**config.mk**
```make
export PLATFORM = sky130hd
export DESIGN_NAME = cacheline_burst_adaptor
export DESIGN_NICKNAME = d
export VERILOG_FILES = /design/src/rtl/cla_pkg.sv /design/src/rtl/cla_line_buffer.sv /design/src/rtl/cacheline_burst_adaptor.sv
export SDC_FILE = /design/constraint.sdc
export NUM_CORES = 1
export LEC_CHECK = 0
export BUFFER_PORTS_ARGS = -buffer_cell sky130_fd_sc_hd__buf_2
export CORE_AREA = 2 2 275 277
export DETAILED_ROUTE_END_ITERATION = 6
export DIE_AREA = 0 0 277 279
export PLACE_DENSITY_LB_ADDON = 0.1
export SLEW_MARGIN = 30
export SYNTH_ARGS = -nofsm -noshare
export SYNTH_HDL_FRONTEND = slang
export SYNTH_SLANG_ARGS = --single-unit
```
**constraint.sdc**
```tcl
create_clock -name clk -period 6.5 [get_ports clk]
set_input_delay 1.3 -clock clk [delete_from_list [all_inputs] [get_ports clk]]
set_output_delay 1.3 -clock clk [all_outputs]
set_load 0.01 [all_outputs]
```
**src/rtl/cla_pkg.sv**
```systemverilog
// -----------------------------------------------------------------------------
// cla_pkg
// Shared types and default geometry for the cacheline burst adaptor.
//   cla_state_t   : adaptor FSM states
//   CLA_LINE_W    : default cache line width (bits)
//   CLA_BEAT_W    : default burst beat width (bits)
//   CLA_BEATS     : beats per line
//   CLA_OFFSET_W  : byte-offset bits inside one line
// -----------------------------------------------------------------------------
package cla_pkg;

    localparam int CLA_LINE_W   = 256;
    localparam int CLA_BEAT_W   = 64;
    localparam int CLA_BEATS    = CLA_LINE_W / CLA_BEAT_W;
    localparam int CLA_OFFSET_W = $clog2(CLA_LINE_W / 8);

    typedef enum logic [1:0] {
        ST_IDLE     = 2'd0,
        ST_WR_BURST = 2'd1,
        ST_RD_BURST = 2'd2,
        ST_DONE     = 2'd3
    } cla_state_t;

endpackage : cla_pkg

```
**src/rtl/cla_line_buffer.sv**
```systemverilog
// -----------------------------------------------------------------------------
// cla_line_buffer
// One cache-line register viewed as BEATS beats of BEAT_W bits.
// Ports:
//   clk, rst_n    : clock, asynchronous active-low reset (clears the line)
//   load_en       : load the whole line from load_line (wins over beat write)
//   load_line     : full-line load data
//   beat_wr_en    : write beat_wdata into slot beat_wr_idx
//   beat_wr_idx   : beat slot to write
//   beat_wdata    : beat write data
//   beat_rd_idx   : beat slot presented on beat_rdata
//   beat_rdata    : selected beat (from the register, no input path)
//   line_data     : whole stored line; beat 0 is bits [BEAT_W-1:0]
// -----------------------------------------------------------------------------
module cla_line_buffer
    import cla_pkg::*;
#(
    parameter  int LINE_W = CLA_LINE_W,
    parameter  int BEAT_W = CLA_BEAT_W,
    localparam int BEATS  = LINE_W / BEAT_W,
    localparam int IDX_W  = $clog2(BEATS)
) (
    input  logic              clk,
    input  logic              rst_n,
    input  logic              load_en,
    input  logic [LINE_W-1:0] load_line,
    input  logic              beat_wr_en,
    input  logic [IDX_W-1:0]  beat_wr_idx,
    input  logic [BEAT_W-1:0] beat_wdata,
    input  logic [IDX_W-1:0]  beat_rd_idx,
    output logic [BEAT_W-1:0] beat_rdata,
    output logic [LINE_W-1:0] line_data
);

    logic [BEATS-1:0][BEAT_W-1:0] line_r;

    // Line storage: full-line load takes priority over a single-beat write.
    always_ff @(posedge clk or negedge rst_n) begin
        if (!rst_n) begin
            line_r <= '0;
        end else if (load_en) begin
            line_r <= load_line;
        end else if (beat_wr_en) begin
            line_r[beat_wr_idx] <= beat_wdata;
        end else begin
            line_r <= line_r;
        end
    end

    assign beat_rdata = line_r[beat_rd_idx];
    assign line_data  = line_r;

endmodule : cla_line_buffer

```
**src/rtl/cacheline_burst_adaptor.sv**
```systemverilog
// -----------------------------------------------------------------------------
// cacheline_burst_adaptor
// Serves whole-line pmem_read / pmem_write requests from a cache as fixed
// BEATS-long bursts on the narrow bmem bus, then pulses pmem_resp for one
// cycle. Write wins when both requests are raised together; the read is then
// picked up on the next IDLE sample. DONE never samples requests, so a request
// still held one cycle after pmem_resp is not served twice.
//
// Ports:
//   clk, rst_n          : clock, asynchronous active-low reset
//   pmem_read/_write    : line requests, held by the cache until pmem_resp
//   pmem_address        : line address (offset bits ignored)
//   pmem_wdata          : write-back line
//   pmem_rdata          : last assembled read line
//   pmem_resp           : one-cycle completion pulse
//   bmem_read/_write    : burst request strobes (high for the whole burst)
//   bmem_address        : line-aligned burst address, 0 outside a burst
//   bmem_wdata          : current write beat
//   bmem_rdata          : current read beat
//   bmem_resp           : one beat transferred per high cycle
//
// Optional feature macro: CLA_LAST_LINE_BUF_EN
//   Adds a one-entry last-line buffer; a read hitting it completes at T+1
//   without any bmem traffic. Absent by default.
//
// Every output is driven straight from a register, so no pmem_* input reaches
// a bmem_* output combinationally.
// -----------------------------------------------------------------------------
module cacheline_burst_adaptor
    import cla_pkg::*;
#(
    parameter int ADDR_W = 32,
    parameter int LINE_W = CLA_LINE_W,
    parameter int BEAT_W = CLA_BEAT_W
) (
    input  logic              clk,
    input  logic              rst_n,
    input  logic              pmem_read,
    input  logic              pmem_write,
    input  logic [ADDR_W-1:0] pmem_address,
    input  logic [LINE_W-1:0] pmem_wdata,
    output logic [LINE_W-1:0] pmem_rdata,
    output logic              pmem_resp,
    output logic              bmem_read,
    output logic              bmem_write,
    output logic [ADDR_W-1:0] bmem_address,
    output logic [BEAT_W-1:0] bmem_wdata,
    input  logic [BEAT_W-1:0] bmem_rdata,
    input  logic              bmem_resp
);

    localparam int BEATS    = LINE_W / BEAT_W;
    localparam int OFFSET_W = $clog2(LINE_W / 8);
    localparam int CNT_W    = $clog2(BEATS);
    localparam int TAG_W    = ADDR_W - OFFSET_W;
    localparam logic [CNT_W-1:0] LAST_BEAT = CNT_W'(BEATS - 1);

    cla_state_t        state_r;
    logic [CNT_W-1:0]  cnt_r;
    logic              pmem_resp_r;
    logic              bmem_read_r;
    logic              bmem_write_r;
    logic [ADDR_W-1:0] bmem_address_r;
    logic [BEAT_W-1:0] bmem_wdata_r;

    logic [TAG_W-1:0]    tag_s;
    logic [ADDR_W-1:0]   aligned_s;
    logic [CNT_W-1:0]    next_idx_s;
    logic                accept_wr_s;
    logic                accept_rd_s;
    logic                llb_hit_s;
    logic [LINE_W-1:0]   llb_line_s;
    logic                rd_beat_s;
    logic                rd_last_strobe_s;
    logic [BEAT_W-1:0]   wr_next_beat_s;
    logic [BEAT_W-1:0]   rd_beat_unused_s;
    logic [LINE_W-1:0]   wr_line_unused_s;
    logic [OFFSET_W-1:0] addr_offset_unused_s;

    assign tag_s                = pmem_address[ADDR_W-1:OFFSET_W];
    assign aligned_s            = {tag_s, {OFFSET_W{1'b0}}};
    assign addr_offset_unused_s = pmem_address[OFFSET_W-1:0];
    assign next_idx_s           = cnt_r + CNT_W'(1'b1);

    // Request decode only matters in IDLE; write has priority over read.
    assign accept_wr_s      = (state_r == ST_IDLE) && pmem_write;
    assign accept_rd_s      = (state_r == ST_IDLE) && !pmem_write && pmem_read;
    assign rd_beat_s        = (state_r == ST_RD_BURST) && bmem_resp;
    assign rd_last_strobe_s = rd_beat_s && (cnt_r == LAST_BEAT);

    // Write-back line captured at acceptance; the next beat is read ahead so
    // bmem_wdata can be a register.
    cla_line_buffer #(
        .LINE_W (LINE_W),
        .BEAT_W (BEAT_W)
    ) u_wr_line (
        .clk         (clk),
        .rst_n       (rst_n),
        .load_en     (accept_wr_s),
        .load_line   (pmem_wdata),
        .beat_wr_en  (1'b0),
        .beat_wr_idx (cnt_r),
        .beat_wdata  ({BEAT_W{1'b0}}),
        .beat_rd_idx (next_idx_s),
        .beat_rdata  (wr_next_beat_s),
        .line_data   (wr_line_unused_s)
    );

    // Read line assembled beat by beat; also loaded whole on a last-line hit.
    cla_line_buffer #(
        .LINE_W (LINE_W),
        .BEAT_W (BEAT_W)
    ) u_rd_line (
        .clk         (clk),
        .rst_n       (rst_n),
        .load_en     (accept_rd_s && llb_hit_s),
        .load_line   (llb_line_s),
        .beat_wr_en  (rd_beat_s),
        .beat_wr_idx (cnt_r),
        .beat_wdata  (bmem_rdata),
        .beat_rd_idx (cnt_r),
        .beat_rdata  (rd_beat_unused_s),
        .line_data   (pmem_rdata)
    );

`ifdef CLA_LAST_LINE_BUF_EN
    logic              llb_valid_r;
    logic [TAG_W-1:0]  llb_tag_r;
    logic [LINE_W-1:0] llb_line_r;

    assign llb_hit_s  = llb_valid_r && (llb_tag_r == tag_s);
    assign llb_line_s = llb_line_r;

    // Last-line buffer: refreshed on write acceptance and on the final read
    // beat (the final beat is merged in directly since it is not stored yet).
    always_ff @(posedge clk or negedge rst_n) begin
        if (!rst_n) begin
            llb_valid_r <= 1'b0;
            llb_tag_r   <= '0;
            llb_line_r  <= '0;
        end else if (accept_wr_s) begin
            llb_valid_r <= 1'b1;
            llb_tag_r   <= tag_s;
            llb_line_r  <= pmem_wdata;
        end else if (rd_last_strobe_s) begin
            llb_valid_r <= 1'b1;
            llb_tag_r   <= bmem_address_r[ADDR_W-1:OFFSET_W];
            llb_line_r  <= {bmem_rdata, pmem_rdata[LINE_W-BEAT_W-1:0]};
        end else begin
            llb_valid_r <= llb_valid_r;
            llb_tag_r   <= llb_tag_r;
            llb_line_r  <= llb_line_r;
        end
    end
`else
    assign llb_hit_s  = 1'b0;
    assign llb_line_s = {LINE_W{1'b0}};
`endif

    // Adaptor FSM with registered bmem/pmem control outputs.
    always_ff @(posedge clk or negedge rst_n) begin
        if (!rst_n) begin
            state_r        <= ST_IDLE;
            cnt_r          <= '0;
            pmem_resp_r    <= 1'b0;
            bmem_read_r    <= 1'b0;
            bmem_write_r   <= 1'b0;
            bmem_address_r <= '0;
            bmem_wdata_r   <= '0;
        end else begin
            case (state_r)
                ST_IDLE: begin
                    cnt_r <= '0;
                    if (accept_wr_s) begin
                        state_r        <= ST_WR_BURST;
                        bmem_write_r   <= 1'b1;
                        bmem_address_r <= aligned_s;
                        bmem_wdata_r   <= pmem_wdata[BEAT_W-1:0];
                    end else if (accept_rd_s && llb_hit_s) begin
                        state_r     <= ST_DONE;
                        pmem_resp_r <= 1'b1;
                    end else if (accept_rd_s) begin
                        state_r        <= ST_RD_BURST;
                        bmem_read_r    <= 1'b1;
                        bmem_address_r <= aligned_s;
                    end else begin
                        state_r <= ST_IDLE;
                    end
                end
                ST_WR_BURST: begin
                    if (bmem_resp && (cnt_r == LAST_BEAT)) begin
                        state_r        <= ST_DONE;
                        cnt_r          <= '0;
                        pmem_resp_r    <= 1'b1;
                        bmem_write_r   <= 1'b0;
                        bmem_address_r <= '0;
                        bmem_wdata_r   <= '0;
                    end else if (bmem_resp) begin
                        cnt_r        <= next_idx_s;
                        bmem_wdata_r <= wr_next_beat_s;
                    end else begin
                        cnt_r <= cnt_r;
                    end
                end
                ST_RD_BURST: begin
                    if (rd_last_strobe_s) begin
                        state_r        <= ST_DONE;
                        cnt_r          <= '0;
                        pmem_resp_r    <= 1'b1;
                        bmem_read_r    <= 1'b0;
                        bmem_address_r <= '0;
                    end else if (bmem_resp) begin
                        cnt_r <= next_idx_s;
                    end else begin
                        cnt_r <= cnt_r;
                    end
                end
                ST_DONE: begin
                    state_r     <= ST_IDLE;
                    pmem_resp_r <= 1'b0;
                end
                default: begin
                    state_r        <= ST_IDLE;
                    cnt_r          <= '0;
                    pmem_resp_r    <= 1'b0;
                    bmem_read_r    <= 1'b0;
                    bmem_write_r   <= 1'b0;
                    bmem_address_r <= '0;
                    bmem_wdata_r   <= '0;
                end
            endcase
        end
    end

    assign pmem_resp    = pmem_resp_r;
    assign bmem_read    = bmem_read_r;
    assign bmem_write   = bmem_write_r;
    assign bmem_address = bmem_address_r;
    assign bmem_wdata   = bmem_wdata_r;

endmodule : cacheline_burst_adaptor

```
Yosys cells after proc, flatten, opt, wreduce, memory -nomap -nowiden
Index checks and enable logic that the tools add are counted.
{ "classes": {"add_sub_neg": 1, "n_shift": 0, "muxes": 33, "n_lt_le_gt_ge": 3, "n_reduce_logical": 18, "bitwise": 1, "n_eq_ne": 11, "multipliers": 0, "n_div": 0} }
{ "op_table": {"columns": ["operator", "count"], "rows": [
  ["$mux W64", 5],
  ["$bwmux W256", 1],
  ["$bmux W64 S2", 1],
  ["$demux W64 S2", 1],
  ["$mux W32", 4],
  ["$pmux W64 S2", 1],
  ["$pmux W32 S3", 1],
  ["$mux W2", 7],
  ["$ne A2 B2 Y1 const B", 5],
  ["$reduce_and A3 Y1", 3],
  ["$pmux W2 S4", 1],
  ["$reduce_and A4 Y1", 2],
  ["$logic_and A1 B1 Y1", 7],
  ["$mux W1", 7],
  ["$eq A2 B2 Y1 const B", 3],
  ["$lt A2 B3 Y1 const B", 2],
  ["$ne A3 B3 Y1 const B", 2],
  ["$pmux W2 S3", 1],
  ["$pmux W1 S2", 2],
  ["$reduce_bool A2 Y1", 2],
  ["$pmux W1 S3", 1],
  ["$reduce_bool A3 Y1", 1],
  ["$add A2 B1 Y2 const B", 1],
  ["$eq A2 B1 Y1 const B", 1],
  ["5 further kinds", 5]
]} }
{ "word_totals": {"memories": 0, "inputBits": 357, "output_inout_bits": 355, "latchBits": 0, "regBits": 615, "rom_bits": 0, "mem_bits_rw": 0} }

Logic depth before layout (Yosys ltp)
Gate-level depths: netlist of the first run.
{ "logic_depth": {"ltp_word": 6, "depth_mapped": 9} }

By module
A second synthesis of the first run with hierarchy kept.
{ "hier_totals": {"cells_unflattened": 3316, "area_unflattened_um2": 32222.2} }
{ "by_module_without_submodules": {"columns": ["module", "cells_per_inst", "area_per_inst_um2", "seq_area_each_um2", "instances"], "rows": [
  ["cla_line_buffer", 1478, 13763.2, 6406.1, 2],
  ["cacheline_burst_adaptor", 360, 4695.8, 2452.4, 1]
]} }

Least setup slack after synthesis of the first run
OpenSTA, ideal clock, no wires.
{ "synth_timing": {"path_kind": "input to register", "from": "input pmem_write", "to": "register bmem_wdata_r[51] (netlist: bmem_wdata[51])", "arrival_time_ns": 2.461, "setup_time_ns": 0.126, "n_path_buf": 3, "setup_slack_ns": 3.913, "stages": 6, "cell_sequence": "buf_4 > nor2b_4 > or3_1 > buf_6 > buf_6 > a221o_1"} }
{ "synth_via": {"elab_chain_cells": 3} }
{ "synth_rtl": {"columns": ["item", "line", "text"], "rows": [
  ["start, declared", "cacheline_burst_adaptor.sv:39", "input logic pmem_write,"],
  ["$logic_and A1 B1 Y1", "cacheline_burst_adaptor.sv:86", "assign accept_wr_s = (state_r == ST_IDLE) && pmem_write;"],
  ["$ne A2 B2 Y1 (no source line)", null, null],
  ["$reduce_and A3 Y1 (no source line)", null, null],
  ["end signal, assigned", "cacheline_burst_adaptor.sv:178", "bmem_wdata_r <= pmem_wdata[BEAT_W-1:0];"],
  ["end signal, assigned", "cacheline_burst_adaptor.sv:200", "bmem_wdata_r <= wr_next_beat_s;"],
  ["end, declared", "cacheline_burst_adaptor.sv:64", "logic [BEAT_W-1:0] bmem_wdata_r;"]
]} }
Every way passes these cells.
A chain may end at the register's enable or synchronous reset.

Final worst setup path of the first run
{ "layout_timing": {"from": "register cnt_r[0]", "to": "register bmem_wdata_r[24] (netlist: bmem_wdata[24])"} }
{ "layout_via": {"elab_chain_cells": 6, "elab_cells_between_ends": 10, "classes_between": "add/sub (1); eq/ne (2); mux (5); reduce/logical (2)"} }
{ "layout_rtl": {"columns": ["item", "line", "text"], "rows": [
  ["start, declared", "cacheline_burst_adaptor.sv:59", "logic [CNT_W-1:0] cnt_r;"],
  ["start signal, assigned", "cacheline_burst_adaptor.sv:199", "cnt_r <= next_idx_s;"],
  ["start signal, assigned", "cacheline_burst_adaptor.sv:202", "cnt_r <= cnt_r;"],
  ["start signal, assigned", "cacheline_burst_adaptor.sv:213", "cnt_r <= next_idx_s;"],
  ["$add A2 B1 Y2", "cacheline_burst_adaptor.sv:83", "assign next_idx_s = cnt_r + CNT_W'(1'b1);"],
  ["$bmux W64 S2", "cla_line_buffer.sv:50", "assign beat_rdata = line_r[beat_rd_idx];"],
  ["$mux W64 (not written as such)", "cla_line_buffer.sv:50", null],
  ["$mux W64", "cacheline_burst_adaptor.sv:198", "end else if (bmem_resp) begin"],
  ["$mux W64", "cacheline_burst_adaptor.sv:191", "if (bmem_resp && (cnt_r == LAST_BEAT)) begin"],
  ["$pmux W64 S2", "cacheline_burst_adaptor.sv:171", "case (state_r)"]
]} }
Several ways; a longest one is shown, not always the timed one. The select of a mux whose other input is x is not followed.

==> impl_metrics.ini, run 1 <==
[logic_synthesis]
synth-simple-area-share_pct = 3.43
netlist-cell-type-count = 36
synthMuxAreaShare_pct = 30.0
synth_seq_cells = 610
synth-xor-area-share_pct = 0
synth_area_per_cell_um2 = 16.4
yosysSeqAreaShare_pct = 60.4
synth_cells = 1542
yosys.area_share.adder_pct = 0.446
synth_compound_area_share_pct = 3.08
yosys_warnings = 0
syn-cell-area_um2 = 25300
synth_top_family_by_area = multiplexers

[sta]
fin_setup_tns_ns = 0
rsz0062_at_grt = no
min_period_over_period_pct = 52.6
fin_crit_ns = 3.42
report.final.slew_viol_count = 0
slew_headroom_pct = 32.9
hold_viol = 0
tightest_slew_ns = 1.01
worst_slack_ns = 3.08
skew_ns = 0.0231
setup_viol = 0
fmax_ghz = 0.293

[floorplanning]
die_y_um = 279
ios = 712
die_x_um = 277
rows = 100
dieArea_um2 = 77300
start_util_pct = 34.1
design.core.area_um2 = 74100

[global_routing]
grt_usage_pct = 20.1
overflow = 0
grt_start_max_net_pins = 146
first_global_vias = 17500
antenna_found_initial = 47
grt_first_pass_wirelength_um = 116000

[placed_design]
place_congestion = 0.799
io_buffers = 701
hpwl_um = 54800
place_ws_ns = 2.95
dp.cells = 3123

[detailed_routing]
firstDrtPassIters = 4
drt_iter0_markers = 633
wl_um = 78800
wire_per_inst_um = 24.1
antenna_left = 0
avgViaCountPerCell = 5.02
vias = 16400
drc = 0

[cts]
htreeDepth = 3
clock_tree.root_cell = clkbuf_16
clock_latency_ns = 0.60
cts_buffer_depth = 3
postCtsSetupBuffers = 0
ctsHoldBuffers = 0
clk_pin_slew_ns = 0.06
cts_sinks = 610
tritoncts = built
ctsResizeCount = 0
cts_made_buffers = 71

[final_layout]
stdcell_count = 3268
fill_cells = 6876
seqCellArea_um2 = 15300
nets = 2594
area_growth_pct = 27.3
layout_common_cells = buf_2, dfrtp_1, mux2_2
multi_input_area_um2 = 9450
mostFrequentLayoutCell = buf_2
drive_gt1_share_pct = 62.7
final_util_pct = 43.4

[power]
p_per_area_nw_per_um2 = 504
ir_drop_uv = 400
leakage_nw = 15.5
total_power_w = 0.0162

[worst_setup_path]
crit_path_end_kind = register
critPathKind = reg2reg
critPathMaxFanout = 39
crit_required_ns = 6.96
cp.arrival_ns = 3.87
crit_path_start_kind = register

[outcome]
outcome = complete, no violations

[min_path]
hp-class = reg2reg

[flow_run]
max_cap_viol_count = 0
[worst max-delay path, cell delays in order (launching register included)]
cell and delay (ns):
dfrtp_4 0.94, inv_1 0.25, ha_4 0.76, buf_4 0.59
mux4_2 0.40, a221o_1 0.31
[layout make-up]
class | instances | area share [%]
diodes | 18 | 0.140
clock buffers | 111 | 6.84
clock inverters | 15 | 0.537
inverters | 6 | 0.0700
multi-input cells | 814 | 29.4
flip-flops and latches | 610 | 47.5
well taps | 969 | 3.77
repair buffers | 725 | 11.8
[worst paths after layout]
path | from | to | slack [ns] | depth (start not counted)
worst max-delay path | cnt_r[0] | bmem_wdata[24] | 3.08 | 5
min in group asynchronous | rst_n | u_rd_line.line_data[94] | 0.62 | 1
worst min register to register | u_wr_line.line_data[61] | u_wr_line.line_data[61] | 0.47 | 2
worst min-delay path | u_wr_line.line_data[61] | u_wr_line.line_data[61] | 0.47 | 2
worst max register to register | cnt_r[0] | bmem_wdata[24] | 3.08 | 5
max in group asynchronous | rst_n | u_wr_line.line_data[40] | 4.29 | 3
[power breakdown]
part | switching, W | internal, W
Clock | 0.00159 | 0.00244
Combinational | 0.00284 | 0.00309
Sequential | 0.000846 | 0.00542
[metrics by stage]
stage | instance area [um^2] | hold slack (ns)
2_1_floorplan | 25300 | 0.438
3_3_place_gp | 29700 | 0.458
3_5_place_dp | 29700 | 0.467
4_1_cts | 32100 | 0.482
5_1_grt | 32200 | 0.504
6_report | 32200 | 0.474
[flip-flops by register name, summed over array words and instances, names as in the netlist]
| signal | flops |
|---|---|
| pmem_resp | 1 |
| u_wr_line.line_data | 256 |
| bmem_address | 27 |
| cnt_r | 2 |
| u_rd_line.line_data | 256 |
| state_r | 2 |
| bmem_wdata | 64 |
| bmem_write | 1 |
| bmem_read | 1 |
[synth_stat cells]
master	number	area, um^2
a211oi_4	1	20.0
a21oi_1	5	25.0
a221o_1	64	641
a2bb2oi_2	1	15.0
a311oi_1	1	8.76
a32o_1	2	20.0
buf_1	2	7.51
buf_2	62	310
buf_4	6	45.0
buf_6	14	158
buf_8	1	15.0
clkbuf_1	31	116
conb_1	1	3.75
dfrtp_1	610	15300
ha_1	9	113
inv_1	6	22.5
mux2_1	1	11.3
mux2_2	536	6040
mux4_1	22	578
mux4_2	42	946
nand2_1	9	33.8
nand2b_1	2	12.5
nand3_1	6	30.0
nand3b_1	1	7.51
nor2_1	1	3.75
nor2b_1	29	181
nor2b_4	1	13.8
nor3_2	1	10.0
nor4b_1	62	543
nor4bb_1	1	10.0
o211ai_1	1	7.51
o21ai_0	7	35.0
o31ai_1	1	7.51
or2_2	1	6.26
or3_1	1	6.26
or3b_2	1	8.76
[metal layers]
layer / track usage, % / vias to the layer above / share of wire [%]
li1: - / 7187 / -
met1: 23.1 / 8478 / 38
met2: 34.3 / 532 / 51
met3: 6.91 / 176 / 7.6
met4: 7.78 / 48 / 3.2
met5: 0 / - / 0.38
[kinds of logic (layout without fill, tap and decap cells)]
group / count (synthesis) / after routing
flops: 610 / 610
other cells: 1 / 23
compound gates: 83 / 83
simple gates: 116 / 116
fa+ha+maj: 9 / 9
buf+inv: 122 / 857
mux: 601 / 601
Power figures use the tool's default switching activity.
==> run 2, diff against run 1 <==
Clock period 6.5 ns to 3.2 ns, I/O delays scaled along.
==> impl_metrics.ini, run 2 (synthesis gave the netlist of run 1 again) <==
[worst_setup_path]
critPathMaxFanout = 25
r2r_slack_ns = 0.74
crit_path_start_kind = register
crit_path_end_kind = register
reg2reg_to = u_rd_line.line_data[228]
r2r_cells = 5
crit_required_ns = 3.68
critPathKind = reg2reg
cp.arrival_ns = 2.94
timing.rr.start = state_r[0]

[global_routing]
overflow = 0
grt_busiest_layer = met2
grt_first_pass_wirelength_um = 120000
grt_usage_pct = 20.7
grtUsageMet2_pct = 35.9
grt_start_max_net_pins = 66
first_global_vias = 17900
antenna_found_initial = 49
grt.met3_usage_pct = 7.28
use_met1_pct = 23.7

[final_layout]
mostFrequentLayoutCell = buf_2
fill_cells = 6893
seqCellArea_um2 = 15300
multi_input_area_um2 = 9450
nets = 2635
stdcell_count = 3315
area_growth_pct = 29.7
layout_common_cells = buf_2, dfrtp_1, mux2_2
fin_area_um2 = 32800
drive_gt1_share_pct = 63.2

[sta]
fin_crit_ns = 2.46
fmax_ghz = 0.406
slew_headroom_pct = 30.5
report.final.slew_viol_count = 0
skew_ns = 0.0180
fin_setup_tns_ns = 0
rsz0062_at_grt = no
setup_viol = 0
tightest_slew_ns = 1.04
min_period_over_period_pct = 77.0
hold_viol = 0
worst_slack_ns = 0.736

[floorplanning]
dieArea_um2 = 77300
rows = 100
design.core.area_um2 = 74100
start_util_pct = 34.1
ios = 712
die_y_um = 279
die_x_um = 277

[detailed_routing]
wire_per_inst_um = 24.4
avgViaCountPerCell = 5.02
drc = 0
wl_um = 80800
antenna_left = 0
vias = 16600
firstDrtPassIters = 6
drt_iter0_markers = 662

[min_path]
holdPathStages = 2
hp-class = in2reg
min_to = u_wr_line.line_data[235]
hp-start = pmem_wdata[235]

[flow_run]
max_cap_viol_count = 0

[placed_design]
dpl_cell_area_um2 = 30200
place_congestion = 0.806
hpwl_um = 57500
io_buffers = 701
place_ws_ns = 0.680
dp.cells = 3161

[cts]
cts_sinks = 610
clk_pin_slew_ns = 0.06
cts_buffer_depth = 3
clock_latency_ns = 0.61
clock_tree.root_cell = clkbuf_16
tritoncts = built
ctsResizeCount = 0
cts_made_buffers = 73
htreeDepth = 3

[outcome]
outcome = complete, no violations

[power]
p_per_area_nw_per_um2 = 1020
ir_drop_uv = 521
leakage_nw = 15.8
-- run 2: area by class of cell --
cell class | count | area share, %
Antenna cell | 22 | 0.168
Sequential cell | 610 | 46.6
Inverter | 6 | 0.0687
Tap cell | 969 | 3.70
Multi-Input combinational cell | 814 | 28.8
Clock inverter | 22 | 0.951
Timing Repair Buffer | 764 | 13.1
Clock buffer | 108 | 6.56
-- run 2: report_power, final --
| group | leakage, nW | switching [W] | internal, W |
|---|---|---|---|
| registers | 7.58 | 0.00164 | 0.0110 |
| clock network | 1.21 | 0.00330 | 0.00516 |
| logic | 7.05 | 0.00596 | 0.00649 |
-- run 2: stage by stage --
stage                     utilization (%)  power (W)  hold slack, ns
after floorplan                         -     0.0206           0.344
after global placement               40.8     0.0250           0.467
after detailed placement             40.8     0.0255           0.465
after CTS                            44.1     0.0341           0.217
after global routing                 44.2     0.0355           0.224
final                                44.3     0.0336           0.264
-- run 2: worst max path at each step --
stage / startpoint / end
4_1_cts: state_r[0] / u_rd_line.line_data[2]
2_1_floorplan: cnt_r[0] / bmem_wdata[11]
3_3_place_gp: cnt_r[0] / bmem_wdata[43]
5_1_grt: state_r[0] / bmem_address[22]
3_5_place_dp: state_r[0] / u_rd_line.line_data[2]
6_report: state_r[0] / u_rd_line.line_data[228]
-- run 2: timing repair --
| item | in CTS | in global routing |
|---|---|---|
| endpoints found under the hold margin | 41 | 0 |
| hold buffers | 1 | 0 |
| setup buffers | 0 | 0 |
| setup endpoints to repair | 0 | 0 |
-- run 2: critical path: stages (launching register included) --
cell	delay [ns]
dfrtp_1	0.45
inv_1	0.12
ha_1	0.49
nand3_4	0.54
buf_4	0.42
mux2_2	0.29
-- run 2: layer usage --
layer	part of all wire [%]	vias to the layer above	wire, um
met2	51	514	41500
met5	0.39	-	312
met3	7.9	168	6400
met4	2.6	52	2130
li1	-	7279	-
met1	38	8616	30500
